===== config.mk =====
export PLATFORM = sky130hd
export DESIGN_NAME = lpc_io_cycle_ctrl
export DESIGN_NICKNAME = d
export VERILOG_FILES = /design/src/rtl/lpc_pkg.sv /design/src/rtl/lpc_io_cycle_ctrl.sv
export SDC_FILE = /design/constraint.sdc
export NUM_CORES = 1
export LEC_CHECK = 0
export ABC_AREA = 1
export CAP_MARGIN = 5
export CORE_ASPECT_RATIO = 0.9
export CORE_UTILIZATION = 48
export DETAILED_ROUTE_END_ITERATION = 8
export PLACE_DENSITY = 0.79
export SYNTH_ARGS = -nofsm -noshare
export SYNTH_HDL_FRONTEND = slang
export SYNTH_SLANG_ARGS = --single-unit

===== constraint.sdc =====
create_clock -name LpcClock -period 1.4 [get_ports LpcClock]
set_input_delay 0.14 -clock LpcClock [delete_from_list [all_inputs] [get_ports LpcClock]]
set_output_delay 0.14 -clock LpcClock [all_outputs]
set_load 0.005 [all_outputs]

===== src/rtl/lpc_pkg.sv =====
// Shared LPC definitions: controller states, LAD nibble codes and cycle-type helpers.
// Pure declarations; no timing or flow-control content.
package lpc_pkg;

   typedef enum logic [3:0] {
      ST_IDLE    = 4'd0,
      ST_CYCTYPE = 4'd1,
      ST_ADDR    = 4'd2,
      ST_WDATA   = 4'd3,
      ST_HTAR    = 4'd4,
      ST_SYNC    = 4'd5,
      ST_RDATA   = 4'd6,
      ST_PTAR    = 4'd7,
      ST_SKIP    = 4'd8
   } lpc_state_e;

   localparam logic [3:0] LAD_START  = 4'h0;
   localparam logic [3:0] LAD_ABORT  = 4'hF;
   localparam logic [3:0] LAD_TAR    = 4'hF;
   localparam logic [3:0] SYNC_READY = 4'h0;
   localparam logic [3:0] SYNC_LWAIT = 4'h6;
   localparam logic [3:0] CYC_IO_RD  = 4'h0;
   localparam logic [3:0] CYC_IO_WR  = 4'h2;

   // Plain I/O cycles have CYCTYPE bits [3:2] clear; bit 1 is the direction.
   function automatic logic isIoCycle(input logic [3:0] cycType);
      return cycType[3:2] == CYC_IO_RD[3:2];
   endfunction

   function automatic logic isWriteCycle(input logic [3:0] cycType);
      return cycType[1] == CYC_IO_WR[1];
   endfunction

endpackage


===== src/rtl/lpc_io_cycle_ctrl.sv =====
// LPC target for I/O cycles into a 2^SPAN_BITS-byte register window; one Wr/Rd strobe per frame.
// All outputs registered; SYNC inserts SYNC_WAITS long-wait cycles, the host cannot stall us.
module lpc_io_cycle_ctrl
   import lpc_pkg::*;
#(
   parameter logic [15:0] BASE_ADDR  = 16'h0800,
   parameter int unsigned SPAN_BITS  = 5,
   parameter int unsigned SYNC_WAITS = 0
) (
   input  logic       LpcClock,
   input  logic       PciReset,
   input  logic       LFRAME_N,
   input  logic [3:0] LadIn,
   output logic [3:0] LadOut,
   output logic       LadOe,
   output logic [7:0] Addr,
   output logic       Wr,
   output logic       Rd,
   output logic [7:0] DataWrSW,
   input  logic [7:0] DataRd,
   output logic       Busy
);

   localparam logic [15:0] WinMask   = 16'((32'd1 << SPAN_BITS) - 32'd1);
   localparam logic [7:0]  AddrMask  = WinMask[7:0];
   localparam logic [3:0]  SyncWaits = 4'(SYNC_WAITS);

   lpc_state_e state, nextState;
   logic [1:0]  nib, nextNib;
   logic [3:0]  waitCnt, nextWait;
   logic [15:0] ioAddr;
   logic [15:0] addrFull;
   logic        dir;
   logic [7:0]  rdLatch;
   logic        addrHit;
   logic        frameStart;
   logic        frameAbort;

   logic [3:0] ladOutN;
   logic       ladOeN;
   logic       wrN;
   logic       rdN;
   logic       busyN;
   logic [7:0] addrN;
   logic [7:0] dataWrN;

   // Address including the nibble currently on LAD, so the 4th nibble decodes without waiting.
   assign addrFull   = {ioAddr[11:0], LadIn};
   assign addrHit    = (addrFull & ~WinMask) == (BASE_ADDR & ~WinMask);
   assign frameStart = !LFRAME_N && (LadIn == LAD_START);
   assign frameAbort = !LFRAME_N && (LadIn == LAD_ABORT);

   always_ff @(posedge LpcClock or posedge PciReset) begin
      if (PciReset) begin
         state   <= ST_IDLE;
         nib     <= 2'd0;
         waitCnt <= 4'd0;
         ioAddr  <= 16'd0;
         dir     <= 1'b0;
         rdLatch <= 8'd0;
      end else begin
         state   <= nextState;
         nib     <= nextNib;
         waitCnt <= nextWait;
         if (state == ST_ADDR)
            ioAddr <= addrFull;
         if (state == ST_CYCTYPE)
            dir <= isWriteCycle(LadIn);
         // Rd is high in the first HTAR cycle, so DataRd reflects the strobed register here.
         if (state == ST_HTAR && nib == 2'd0 && !dir)
            rdLatch <= DataRd;
      end
   end

   always_comb begin
      nextState = state;
      nextNib   = nib;
      nextWait  = waitCnt;
      if (frameStart) begin
         nextState = ST_CYCTYPE;
         nextNib   = 2'd0;
         nextWait  = 4'd0;
      end else if (frameAbort) begin
         nextState = ST_IDLE;
         nextNib   = 2'd0;
         nextWait  = 4'd0;
      end else if (!LFRAME_N) begin
         // Some other START code: a frame that is not ours.
         nextState = ST_SKIP;
         nextNib   = 2'd0;
      end else begin
         case (state)
            ST_IDLE: ;
            ST_CYCTYPE: begin
               nextNib   = 2'd0;
               nextState = isIoCycle(LadIn) ? ST_ADDR : ST_SKIP;
            end
            ST_ADDR: begin
               if (nib == 2'd3) begin
                  nextNib = 2'd0;
                  if (!addrHit)
                     nextState = ST_SKIP;
                  else
                     nextState = dir ? ST_WDATA : ST_HTAR;
               end else begin
                  nextNib = nib + 2'd1;
               end
            end
            ST_WDATA: begin
               if (nib == 2'd1) begin
                  nextState = ST_HTAR;
                  nextNib   = 2'd0;
               end else begin
                  nextNib = nib + 2'd1;
               end
            end
            ST_HTAR: begin
               if (nib == 2'd1) begin
                  nextState = ST_SYNC;
                  nextNib   = 2'd0;
                  nextWait  = 4'd0;
               end else begin
                  nextNib = nib + 2'd1;
               end
            end
            ST_SYNC: begin
               if (waitCnt == SyncWaits) begin
                  nextState = dir ? ST_PTAR : ST_RDATA;
                  nextNib   = 2'd0;
               end else begin
                  nextWait = waitCnt + 4'd1;
               end
            end
            ST_RDATA: begin
               if (nib == 2'd1) begin
                  nextState = ST_PTAR;
                  nextNib   = 2'd0;
               end else begin
                  nextNib = nib + 2'd1;
               end
            end
            ST_PTAR: begin
               if (nib == 2'd1) begin
                  nextState = ST_IDLE;
                  nextNib   = 2'd0;
               end else begin
                  nextNib = nib + 2'd1;
               end
            end
            ST_SKIP: ;
            default: nextState = ST_IDLE;
         endcase
      end
   end

   // Output values for the cycle about to start; the register below makes every output a flop.
   always_comb begin
      ladOutN = LAD_TAR;
      ladOeN  = 1'b0;
      wrN     = 1'b0;
      rdN     = 1'b0;
      busyN   = !(nextState inside {ST_IDLE, ST_SKIP});
      addrN   = Addr;
      dataWrN = DataWrSW;
      case (nextState)
         ST_SYNC: begin
            ladOeN  = 1'b1;
            ladOutN = (nextWait < SyncWaits) ? SYNC_LWAIT : SYNC_READY;
         end
         ST_RDATA: begin
            ladOeN  = 1'b1;
            ladOutN = (nextNib == 2'd0) ? rdLatch[3:0] : rdLatch[7:4];
         end
         ST_PTAR: ladOeN = (nextNib == 2'd0);
         ST_HTAR: begin
            // Only the entry into HTAR strobes, giving a single pulse per frame.
            if (state != ST_HTAR) begin
               wrN = dir;
               rdN = !dir;
            end
         end
         default: ;
      endcase
      if (state == ST_ADDR && nib == 2'd3 && LFRAME_N && addrHit)
         addrN = addrFull[7:0] & AddrMask;
      if (state == ST_WDATA && LFRAME_N) begin
         if (nib == 2'd0)
            dataWrN[3:0] = LadIn;
         else
            dataWrN[7:4] = LadIn;
      end
   end

   always_ff @(posedge LpcClock or posedge PciReset) begin
      if (PciReset) begin
         LadOut   <= LAD_TAR;
         LadOe    <= 1'b0;
         Wr       <= 1'b0;
         Rd       <= 1'b0;
         Busy     <= 1'b0;
         Addr     <= 8'd0;
         DataWrSW <= 8'd0;
      end else begin
         LadOut   <= ladOutN;
         LadOe    <= ladOeN;
         Wr       <= wrN;
         Rd       <= rdN;
         Busy     <= busyN;
         Addr     <= addrN;
         DataWrSW <= dataWrN;
      end
   end

endmodule


---- Word-level counts from Yosys, hierarchy flattened ----
Cells that the tools add are included.
word-level totals
  bits in registers ....................... 52
  logic and storage cells ................. 95
  output and inout port bits .............. 24
  input bits .............................. 15
cells by class
  mux-type cells .......................... 35
  bitwise gates (word level) .............. 1
  $add $sub $neg .......................... 2
  reduce and logical (&&, ||, !) cells .... 24
  magnitude comparators ................... 1
  equal/unequal tests ..................... 18
operator list
  kind                                                                     count
  4-bit two-way mux                                                        17
  4-bit by 3-bit equality test with 1-bit output, second input constant    8
  4-bit one-hot mux with 8 select lines                                    1
  4-bit zero test                                                          4
  4-bit one-hot mux with 2 select lines                                    2
  4-bit equality test, second input constant                               3
  2-bit two-way mux                                                        6
  11-bit by 7-bit equality test with 1-bit output, second input constant   1
  4-bit by 2-bit equality test with 1-bit output, second input constant    2
  1-bit logical AND                                                        8
  2-bit one-hot mux with 4 select lines                                    1
  2-bit zero test                                                          3
  3-bit two-way mux                                                        2
  1-bit two-way mux                                                        5
  4-bit by 1-bit adder with 4-bit output, second input constant            1
  4-bit by 1-bit equality test with 1-bit output, second input constant    1
  4-bit by 1-bit < comparator with 1-bit output, second input constant     1
  4-bit by 3-bit inequality test with 1-bit output, second input constant  1
  2-bit AND reduction                                                      2
  2-bit OR reduction                                                       2
  4-bit OR reduction                                                       1
  1-bit zero test                                                          3
  2-bit by 1-bit adder with 2-bit output, second input constant            1
  2-bit by 1-bit equality test with 1-bit output, second input constant    1
  other kinds (4)                                                          4

---- Depth between registers and ports, before layout ----
  word-level depth ........................ 10
  gate-level depth with buffers ........... 14
  depth with buffers taken out ............ 14

---- Worst setup path before layout ----
Ideal clock, no wire load.
  path type ............................... reg2reg
  start point ............................. register nib[1]
  end point ............................... register Busy
  clock period less this slack ............ 1.568 ns
  data arrival time ....................... 1.444 ns
  data required time ...................... 1.276 ns
  stages on the path, launching flop included .. 12
  path slack .............................. -0.168 ns
  path buffers ............................ 0
  path through ............................ dfrtp_1 -> inv_1 -> ha_1 -> inv_1 -> nor2_1 -> nand2_1 -> nand2_1 -> a21oi_1 -> nand2_1 -> a21oi_1 -> nand2_1 -> or2_1
between the ends
  longest elaborated chain between the ends .. 9
RTL lines
  item                                                                                   RTL line                  RTL
  from (decl)                                                                            lpc_io_cycle_ctrl.sv:29   logic [1:0] nib, nextNib;
  from (signal assigned)                                                                 lpc_io_cycle_ctrl.sv:63   nib <= nextNib;
  2-bit by 1-bit equality test with 1-bit output or 2-bit equality test (tied branches)  --
  4-bit two-way mux (on tied branches)                                                   --
  4-bit one-hot mux with 8 select lines *                                                lpc_io_cycle_ctrl.sv:92   case (state)
  4-bit two-way mux *                                                                    lpc_io_cycle_ctrl.sv:87   end else if (!LFRAME_N) begin
  4-bit two-way mux *                                                                    lpc_io_cycle_ctrl.sv:83   end else if (frameAbort) begin
  4-bit two-way mux *                                                                    lpc_io_cycle_ctrl.sv:79   if (frameStart) begin
  4-bit equality test or 4-bit zero test (tied branches)                                 lpc_io_cycle_ctrl.sv:162  busyN = !(nextState inside {ST_IDLE, ST_SKIP});
  2-bit nonzero test *                                                                   lpc_io_cycle_ctrl.sv:162
  1-bit zero test *                                                                      lpc_io_cycle_ctrl.sv:162
  via busyN                                                                              lpc_io_cycle_ctrl.sv:43   logic busyN;
  to (signal assigned)                                                                   lpc_io_cycle_ctrl.sv:208  Busy <= busyN;
  to (decl)                                                                              lpc_io_cycle_ctrl.sv:21   output logic Busy
Mark *: on every way through the listed nets, which the timed path passes. The rest lies on a longest branch.
A chain may end at the register's enable or synchronous reset.

---- Worst setup path after layout ----
  start point ............................. register state[3]
  end point ............................... register LadOe
between the ends
  longest elaborated chain between the ends .. 9
RTL lines
  item                                                    RTL line                  RTL
  from (decl)                                             lpc_io_cycle_ctrl.sv:28   lpc_state_e state, nextState;
  from (signal assigned)                                  lpc_io_cycle_ctrl.sv:62   state <= nextState;
  4-bit equality test or 4-bit zero test (tied branches)  lpc_io_cycle_ctrl.sv:92
  2-bit OR reduction (no source line)                     --
  4-bit one-hot mux with 8 select lines *                 lpc_io_cycle_ctrl.sv:92
  4-bit two-way mux *                                     lpc_io_cycle_ctrl.sv:87
  4-bit two-way mux *                                     lpc_io_cycle_ctrl.sv:83
  4-bit two-way mux *                                     lpc_io_cycle_ctrl.sv:79
  via nextState[1]                                        lpc_io_cycle_ctrl.sv:28
  4-bit by 3-bit equality test with 1-bit output          lpc_io_cycle_ctrl.sv:165  case (nextState)
  2-bit OR reduction (no source line)                     --
  1-bit one-hot mux with 2 select lines *                 lpc_io_cycle_ctrl.sv:165
  via ladOeN                                              lpc_io_cycle_ctrl.sv:40   logic ladOeN;
  to (signal assigned)                                    lpc_io_cycle_ctrl.sv:205  LadOe <= ladOeN;
  to (decl)                                               lpc_io_cycle_ctrl.sv:15   output logic LadOe,
Marks and branches as above.

==> impl_metrics.tcl <==
set metrics [dict create \
    post_drt_wl_per_cell_um 17.9 \
    grt_overflow 0 \
    hp-class "in2async" \
    io_pins 39 \
    fin_util_pct 77.8 \
    path_cells "inv_2 -> nand2_2 -> nor2_4 -> inv_2 -> nor2_4 -> nor3_4 -> buf_4 -> a21oi_2 -> nand2_1 -> nand3_1 -> nand2_1" \
    reg2regPathDepth 11 \
    synth-edff-count 0 \
    antenna_found_initial 0 \
    numCtsBuffers 5 \
    p_per_area_nw_per_um2 704 \
    clk_pin_slew_worst_paths_ps 100 \
    ant_nets 0 \
    synth_ff_type "dfrtp_1" \
    crit_buf_inv 3 \
    critPathRequiredTime_ps 1600 \
    cp_slowest_cell "dfrtp_2" \
    ys_ff_latch 52 \
    finalClockSkew_ps 7.57 \
    start_util_pct 51.2 \
    fin_crit_ps 1920 \
    postCtsHoldBufs 0 \
    dr_total_vias 2620 \
    drc 0 \
    htree_levels 2 \
    setup-violations-final 33 \
    clock_path_buffers 2 \
    path_class "reg2reg" \
    num-nets-final 424 \
    route.met2.wl_um 4110 \
    post-route-period-util_pct 137 \
    hold_ws_ps 115 \
    place.port_buffers 35 \
    syn_avg_cell_area_um2 8.28 \
    cp.arrival_ps 2120 \
    drive_gt1_share_pct 39.9 \
    drv_cap 0 \
    p_leak_nw 1.82 \
    diodes 0 \
    synthTopCellsByArea "dfrtp_1, nand2_1, inv_1" \
    yosys.area.top_type "dfrtp_1" \
    met3_length_um 548 \
    worstReg2RegStart "state[3]" \
    path_delay_family "simple AND/OR/NAND/NOR gates" \
    path_max_fanout 5 \
    slew_violations 0 \
    dr.pass1.iters 5 \
    routed_via_density 5.59 \
    wl_met1_um 3220 \
    insertion_delay_ps 310 \
    die_h_um 71.1 \
    grt_max_degree 23 \
    syn_to_final_growth_pct 52.2 \
    r2r-end "LadOe" \
    status "complete, but fails checks" \
    die_x_um 78.8 \
    hpwlAfterDp_um 4490 \
    rows 24 \
    dieArea_um2 5610 \
    synth_warnings 0 \
    synth-seq-area-share_pct 51.2 \
    tns_ps -7390 \
    syn_area_um2 2550 \
    top_layer "met4" \
    fp.coreArea_um2 4980 \
    cp-end-kind "flop" \
    clockRootBuffer "clkbuf_8" \
    grt_util_all_layers_pct 24.8 \
    grt_pass1_wl_um 10600 \
    setup_ws_ps -518 \
    ir_worst_vdd_uv 605 \
    r2r_slack_ps -520 \
    synth_cells 308 \
    fmax_mhz 521 \
    detail_route.wirelength_um 8390 \
    cts_tree "yes" \
    crit_path_max_incr_delay_ps 500 \
    place_congestion 0.953 \
    grt_pass1_vias 2366 \
    async_flop_share_pct 100 \
    cp-start-kind "flop" \
    hold_viol 0 \
    drt-initial-drc-count 167 \
    violations "setup timing" \
    cts.sinks 52 \
    synth_top_area_share_pct 47.1 \
    rsz0062_at_grt "yes" \
    nFillCells 307 \
    synth.distinct_cells 30 \
]
-- where the power goes --
part	switching, W	leakage, nW	internal, W	total, W
registers	0.0000260	0.659	0.00153	0.00156
logic	0.000171	1.12	0.000140	0.000311
clock network	0.000513	0.0412	0.000351	0.000864
total	0.000710	1.82	0.00202	0.00273
-- cell type report --
class / count / area, µm² / area share, %
clock buffer: 6 / 72.6 / 1.87
multi-input combinational: 210 / 1390 / 35.8
tap: 65 / 81.3 / 2.10
timing repair buffer: 93 / 850 / 21.9
sequential: 52 / 1310 / 33.8
clock inverter: 2 / 12.5 / 0.322
inverter: 41 / 164 / 4.22
-- metal layers --
metal / global-route usage, % / up-vias
li1: - / 1161
met1: 31.2 / 1246
met2: 40.7 / 147
met3: 4.39 / 66
met4: 13.5 / 0
met5: 0 / -
-- flip-flops by register name (all words and copies together), names as in the netlist --
register,count
dir,1
DataWrSW,8
Wr,1
waitCnt,4
rdLatch,8
state,4
Rd,1
nib,2
LadOut,4
LadOe,1
ioAddr,12
Addr,5
Busy,1
-- kinds of logic after synthesis --
kind of cell	count (synthesis)	share of synthesized area [%]
simple gates	151	25.8
flops	52	51.2
buf+inv	48	7.61
compound gates	41	8.44
mux	8	3.53
fa+ha+maj	6	2.94
other cells	1	0.147
xor+xnor	1	0.344
-- how the worst max path moves through the flow --
stage                         from     to  depth (start not counted)
after global routing      state[1]  LadOe                         11
final                     state[3]  LadOe                         11
after CTS                   nib[1]   Busy                         10
after detailed placement    nib[1]   Busy                         11
after floorplan             nib[1]   Busy                         11
after global placement      nib[1]   Busy                         11
-- cell usage in the layout (no fill, tap or decap), drive strengths merged, types with 6 or more instances in the layout --
cell type	n
dfrtp	48
clkbuf	6
nand3	22
ha	6
nand2	96
buf	58
clkdlybuf4s50	30
nor2	24
o21ai	30
inv	41
a21oi	9
mux2	8
-- cell usage after synthesis, drive strengths merged (3+ instances only) --
library cell	instances
a21oi	9
buf	5
dfrtp	48
dfstp	4
ha	6
inv	41
mux2	8
nand2	96
nand3	22
nand4	3
nor2	24
nor3	4
o21ai	30
-- metrics by stage --
stage          setup WS [ps]  instances  instance area (µm²)  power (W)
6_report                -518        469                 3880    0.00273
5_1_grt                 -538        469                 3880    0.00282
4_1_cts                 -292        458                 3510    0.00267
3_5_place_dp            -346        443                 3290    0.00184
3_3_place_gp            -269        443                 3290    0.00183
2_1_floorplan           -116        310                 2570    0.00170
-- what timing repair did --
item	in CTS	in global routing
cloned	0	1
pin swaps	10	24
setup buffers	7	12
setup endpoints to repair	34	39
resized for setup	29	88
(Power assumes the default switching activity.)
